**src/rtl/control_unit.sv**
```systemverilog
// control_unit: hardwired sequencer for the datapath.
// Fetch runs T0-T2 and execute runs T3-T7. The instruction is decoded from IR[OP_MSB -: 5].
// Memory steps (T1, ld T6, st T7) are held for MEM_WAIT+1 clocks by a wait counter.
// Optional feature macro: CTRL_MULDIV_EN (mul/div execute sequence; decoded as nop when undefined).
// Handshake: none. Every strobe is a pure decode of (state, opcode, CON, wait count).
// Current state is exported on dbg_state so checkers can bind to it.
module control_unit #(
    parameter int MEM_WAIT = 0,
    parameter int OP_MSB   = 31
) (
    input  logic        clk,
    input  logic        clr,
    input  logic [31:0] IR,
    input  logic        CON,
    input  logic        stop,
    output logic        run,
    output logic        PCout, Zlowout, Zhighout, MDRout, Cout,
    output logic        IN_Portout, LOout, HIout, BAout, Rout,
    output logic        MARIn, PCIn, MDRIn, IRIn, YIn, HiIn, LoIn,
    output logic        CIn, InIn, OutIn, ZIn, CONIn, RIn, IncPC,
    output logic        Gra, Grb, Grc,
    output logic        read, write,
    output logic        add, subtract, andSignal, orSignal, multiply, divide,
    output logic [3:0]  dbg_state
);

    typedef enum logic [3:0] {
        ST_RESET, ST_T0, ST_T1, ST_T2, ST_T3, ST_T4, ST_T5, ST_T6, ST_T7,
        ST_STOPPED, ST_HALTED
    } state_t;

    localparam logic [4:0] OP_LD   = 5'b00000;
    localparam logic [4:0] OP_ST   = 5'b00010;
    localparam logic [4:0] OP_ADD  = 5'b00011;
    localparam logic [4:0] OP_SUB  = 5'b00100;
    localparam logic [4:0] OP_AND  = 5'b00101;
    localparam logic [4:0] OP_OR   = 5'b00110;
    localparam logic [4:0] OP_ADDI = 5'b01100;
    localparam logic [4:0] OP_ANDI = 5'b01101;
    localparam logic [4:0] OP_ORI  = 5'b01110;
    localparam logic [4:0] OP_MUL  = 5'b01111;
    localparam logic [4:0] OP_DIV  = 5'b10000;
    localparam logic [4:0] OP_BR   = 5'b10010;
    localparam logic [4:0] OP_HALT = 5'b11011;

    state_t     state, next_state;
    logic [2:0] wait_cnt;
    logic [4:0] opcode;
    logic       is_rtype, is_imm, is_ld, is_st, is_br, is_halt, is_muldiv;
    logic       mem_step, mem_done;
    logic       unused_ir;

    assign opcode    = IR[OP_MSB -: 5];
    assign unused_ir = ^IR;
    assign dbg_state = state;

    assign is_rtype = (opcode == OP_ADD) || (opcode == OP_SUB) ||
                      (opcode == OP_AND) || (opcode == OP_OR);
    assign is_imm   = (opcode == OP_ADDI) || (opcode == OP_ANDI) || (opcode == OP_ORI);
    assign is_ld    = (opcode == OP_LD);
    assign is_st    = (opcode == OP_ST);
    assign is_br    = (opcode == OP_BR);
    assign is_halt  = (opcode == OP_HALT);
`ifdef CTRL_MULDIV_EN
    assign is_muldiv = (opcode == OP_MUL) || (opcode == OP_DIV);
`else
    assign is_muldiv = 1'b0;
`endif

    assign mem_step = (state == ST_T1) || (state == ST_T6 && is_ld) || (state == ST_T7 && is_st);
    assign mem_done = (wait_cnt == 3'(MEM_WAIT));

    // State register and memory wait counter; counter is zero whenever a memory step is entered.
    always_ff @(posedge clk) begin
        if (clr) begin
            state    <= ST_RESET;
            wait_cnt <= 3'd0;
        end else begin
            state    <= next_state;
            wait_cnt <= (mem_step && !mem_done) ? wait_cnt + 3'd1 : 3'd0;
        end
    end

    // Next-state and strobe decode; every strobe defaults low.
    always_comb begin
        next_state = state;
        {PCout, Zlowout, Zhighout, MDRout, Cout, IN_Portout, LOout, HIout, BAout, Rout} = '0;
        {MARIn, PCIn, MDRIn, IRIn, YIn, HiIn, LoIn, CIn, InIn, OutIn, ZIn, CONIn, RIn, IncPC} = '0;
        {Gra, Grb, Grc, read, write} = '0;
        {add, subtract, andSignal, orSignal, multiply, divide} = '0;
        run = (state >= ST_T0) && (state <= ST_T7);

        unique case (state)
            ST_RESET: next_state = ST_T0;
            // IncPC selects the PC incrementer, so no ALU op strobe in T0.
            ST_T0: begin
                {PCout, MARIn, IncPC, ZIn} = 4'b1111;
                next_state = ST_T1;
            end
            ST_T1: begin
                {Zlowout, PCIn, read, MDRIn} = 4'b1111;
                if (mem_done) next_state = ST_T2;
            end
            ST_T2: begin
                {MDRout, IRIn} = 2'b11;
                next_state = ST_T3;
            end
            ST_T3: begin
                next_state = ST_T4;
                if (is_rtype || is_imm)     {Grb, Rout, YIn} = 3'b111;
                else if (is_ld || is_st)    {Grb, BAout, YIn} = 3'b111;
                else if (is_br)             {Gra, Rout, CONIn} = 3'b111;
                else if (is_muldiv)         {Gra, Rout, YIn} = 3'b111;
                else if (is_halt)           next_state = ST_HALTED;
                else                        next_state = stop ? ST_STOPPED : ST_T0;
            end
            ST_T4: begin
                next_state = ST_T5;
                if (is_rtype)               {Grc, Rout, ZIn} = 3'b111;
                else if (is_imm)            {Cout, ZIn} = 2'b11;
                else if (is_ld || is_st)    {Cout, add, ZIn} = 3'b111;
                else if (is_br)             {PCout, YIn} = 2'b11;
                else if (is_muldiv) begin
                    {Grb, Rout, ZIn} = 3'b111;
                    multiply = (opcode == OP_MUL);
                    divide   = (opcode == OP_DIV);
                end
                if (is_rtype || is_imm) begin
                    add       = (opcode == OP_ADD) || (opcode == OP_ADDI);
                    subtract  = (opcode == OP_SUB);
                    andSignal = (opcode == OP_AND) || (opcode == OP_ANDI);
                    orSignal  = (opcode == OP_OR)  || (opcode == OP_ORI);
                end
            end
            ST_T5: begin
                next_state = ST_T6;
                if (is_rtype || is_imm) begin
                    {Zlowout, Gra, RIn} = 3'b111;
                    next_state = stop ? ST_STOPPED : ST_T0;
                end
                else if (is_ld || is_st)    {Zlowout, MARIn} = 2'b11;
                else if (is_br)             {Cout, add, ZIn} = 3'b111;
                else if (is_muldiv)         {Zlowout, LoIn} = 2'b11;
            end
            ST_T6: begin
                next_state = stop ? ST_STOPPED : ST_T0;
                if (is_ld) begin
                    {read, MDRIn} = 2'b11;
                    next_state = mem_done ? ST_T7 : ST_T6;
                end
                else if (is_st) begin
                    {Gra, Rout, MDRIn} = 3'b111;
                    next_state = ST_T7;
                end
                else if (is_br) begin
                    Zlowout = CON;
                    PCIn    = CON;
                end
                else if (is_muldiv)         {Zhighout, HiIn} = 2'b11;
            end
            ST_T7: begin
                next_state = stop ? ST_STOPPED : ST_T0;
                if (is_ld)                  {MDRout, Gra, RIn} = 3'b111;
                else if (is_st) begin
                    write = 1'b1;
                    if (!mem_done) next_state = ST_T7;
                end
            end
            ST_STOPPED: if (!stop) next_state = ST_T0;
            ST_HALTED:  next_state = ST_HALTED;
            default:    next_state = ST_RESET;
        endcase
    end

endmodule

```
**config.mk**
```make
export PLATFORM = sky130hd
export DESIGN_NAME = control_unit
export DESIGN_NICKNAME = d
export VERILOG_FILES = /design/src/rtl/control_unit.sv
export SDC_FILE = /design/constraint.sdc
export NUM_CORES = 1
export LEC_CHECK = 0
export CORE_ASPECT_RATIO = 0.75
export CORE_MARGIN = 2
export CORE_UTILIZATION = 30
export DETAILED_ROUTE_END_ITERATION = 6
export GPL_ROUTABILITY_DRIVEN = 0
export MAX_ROUTING_LAYER = met4
export PLACE_DENSITY = 0.76
export SLEW_MARGIN = 0
export SYNTH_ARGS = -nofsm -noshare
export SYNTH_HDL_FRONTEND = slang
export SYNTH_SLANG_ARGS = --single-unit
```
**constraint.sdc**
```tcl
create_clock -name clk -period 7.3 [get_ports clk]
set_clock_uncertainty 0.05 [all_clocks]
set_input_delay 1.825 -clock clk [delete_from_list [all_inputs] [get_ports clk]]
set_output_delay 1.825 -clock clk [all_outputs]
set_load 0.05 [all_outputs]
```
==> flow_summary.toml <==
[synthesis]
yosysSeqAreaShare_pct = 12.9
synth_edf_count = 0
synth.avg_cell_area_um2 = 6.75
synthArstFlopShare_pct = 0
synth_cell_types = 52
ys.warnings.count = 0
synth_seq_cells = 7
synthFlopType = "dfxtp_1"
synthCells = 161
syn_area_mm2 = 0.00109

[worst_setup_path]
crit_arrival_ps = 4720
cpMostUsedCell = "clkdlybuf4s50_1"
path_buf_inv = 2
path_class = "in2out"
crit_fanout = 16
crit_path_max_incr_delay_ps = 830
worst_setup_path_start_kind = "input port"
cp_data_required_time_ps = 5430
crit_path_end_kind = "primary output"
cp_cell_sequence = "clkdlybuf4s50_1, or4bb_1, a21oi_1, a32oi_1, o211ai_1, clkdlybuf4s50_1"
crit_slowest_cell = "clkdlybuf4s50_1"
critical-path-top-delay-family = "buffers and inverters"

[routing]
ant_nets = 0
dr.pass1.iters = 4
vias_per_cell = 5.24
drc = 0
drt_iter0_drc = 91
vias = 1211
wl_per_cell_um = 13.0
drt_wl_total_mm = 3.00

[timing]
slew_viol_final = 0
min_period_ps = 6590
slew-limit-headroom_pct = 55.3
setup_violations = 0
tightest_slew_ps = 670
finalCritPeriodShare_pct = 90.3
rsz0062_at_grt = "no"
fmax_mhz = 152
hold_viol = 0
finalSetupTns_ps = 0

[cts]
cts-htree-levels = 1
cts-resized-gates = 0
cts.sink_count = 7
cts.path.max_buffers = 2
cts_buffers = 3
root_buffer = "clkbuf_8"
post_cts_buffers = 0
path_clk_slew_ps = 40
cts_tree = "done"
postCtsHoldBufs = 0
clk_latency_ps = 220

[place]
place.detailed.hpwl_mm = 2.29
io_buffers = 37
postPlaceCellArea_mm2 = 0.00142

[finish]
area_delta_synth_final_pct = 34.8
nNetsFinal = 230
n_fill_cell = 343
final_cell_mix = "37 x clkdlybuf4s50_1, 14 x nand2_1, 14 x nor2_1"
multi_input_area_um2 = 817
num_antenna_cells = 0
regArea_um2 = 140
drive_above_1_share_pct = 8.38
layout_commonest_cell = "clkdlybuf4s50_1"
finalInstanceArea_mm2 = 0.00146

[floorplanning]
core-area_mm2 = 0.00338
pin_count = 76
die_y_um = 56.1
fp.dieArea_mm2 = 0.00412
start_util_pct = 32.1
die_w_um = 73.5
fp-row-count = 18

[hold_path]
min_path_type = "reg2reg"

[global_route]
antenna_found_initial = 0
grt_max_degree = 21
grt_pass1_vias = 973
grt_overflow = 0
track_usage_pct = 14.4
grt_pass1_wl_mm = 4.66

[flow_run]
drv_cap = 0

[status]
status = "complete, no violations"

[power]
ir_drop_mv = 0.0903
power_density_mw_per_mm2 = 154
leakagePower_nw = 0.585
-- worst reg2reg max path, delay by kind of cell (launching register included) --
family          cells  cell delay [ps]
compound gates      3              650
simple gates        2              620
flops               1              620
-- layout make-up --
cell class                      count  share of cell area (%)
Inverter                            9                    2.31
Clock buffer                        4                    3.08
Sequential cell                     7                    9.57
Timing Repair Buffer               38                    25.8
Tap cell                           40                    3.42
Multi-Input combinational cell    133                    55.8
-- final timing paths --
check                             from                   endpoint  slack [ps]  depth (start not counted)
max                             IR[27]                        Gra         710                          6
max reg2reg  dbg_state[2]$_SDFFE_PP0P_  dbg_state[0]$_SDFFE_PP0P_        5240                          5
min             wait_cnt[0]$_SDFF_PP0_     wait_cnt[0]$_SDFF_PP0_         400                          1
min reg2reg     wait_cnt[0]$_SDFF_PP0_     wait_cnt[0]$_SDFF_PP0_         400                          1
-- synthesized netlist by cell type, drive strengths merged, types with 2 or more instances --
master | number | area [um2]
a2111oi | 2 | 23.8
o22ai | 3 | 18.8
nand2b | 7 | 43.8
or3 | 3 | 23.8
nor4 | 3 | 18.8
a21oi | 11 | 58.8
a21o | 3 | 22.5
nor2 | 14 | 52.6
or2 | 2 | 12.5
a31oi | 2 | 12.5
nand2 | 14 | 52.6
and2 | 2 | 12.5
clkbuf | 8 | 30.0
nor2b | 6 | 37.5
nand3b | 2 | 15.0
ha | 2 | 25.0
inv | 9 | 33.8
o21ai | 7 | 35.0
mux2i | 2 | 20.0
a31o | 2 | 17.5
nor3 | 11 | 55.1
buf | 14 | 103
xnor2 | 3 | 26.3
dfxtp | 7 | 140
-- flip-flops by register name (all words and copies together), names as in the netlist --
name	count
dbg_state	4
wait_cnt	3
-- metal layers --
layer  part of all wire, %  vias up  track usage, %
met5                     0        -               -
met4                  0.50        0            2.34
met3                   8.9        2            4.35
met2                    43       57            19.9
met1                    48      544            20.6
li1                      -      608               -
-- report_power, final --
part,switching [mW],total [mW],internal (mW)
logic,0.0817,0.121,0.0397
clock network,0.0162,0.0540,0.0377
registers,0.00955,0.0500,0.0404
total,0.107,0.225,0.118
-- logic make-up after synthesis --
family                     after synthesis  synth area share (%)
AOI/OAI and AO/OA                       39                  25.3
DFF                                      7                  12.9
adders and majority gates                3                  3.23
xor gates and xnor gates                 4                  3.23
and+or+nand+nor                         73                  36.8
muxes                                    3                  2.88
buffers and inverters                   31                  15.3
other                                    1                 0.345
-- stage by stage --
step	utilization, %	hold slack, ps	power [mW]	setup slack, ps	cells
2_1_floorplan	-	367	0.143	1480	171
5_1_grt	43.3	412	0.238	562	231
4_1_cts	43.3	401	0.227	755	231
3_3_place_gp	42.0	385	0.170	779	227
6_report	43.3	397	0.225	705	231
3_5_place_dp	42.0	395	0.171	747	227
No activity file was read; power rests on OpenSTA's default activity.
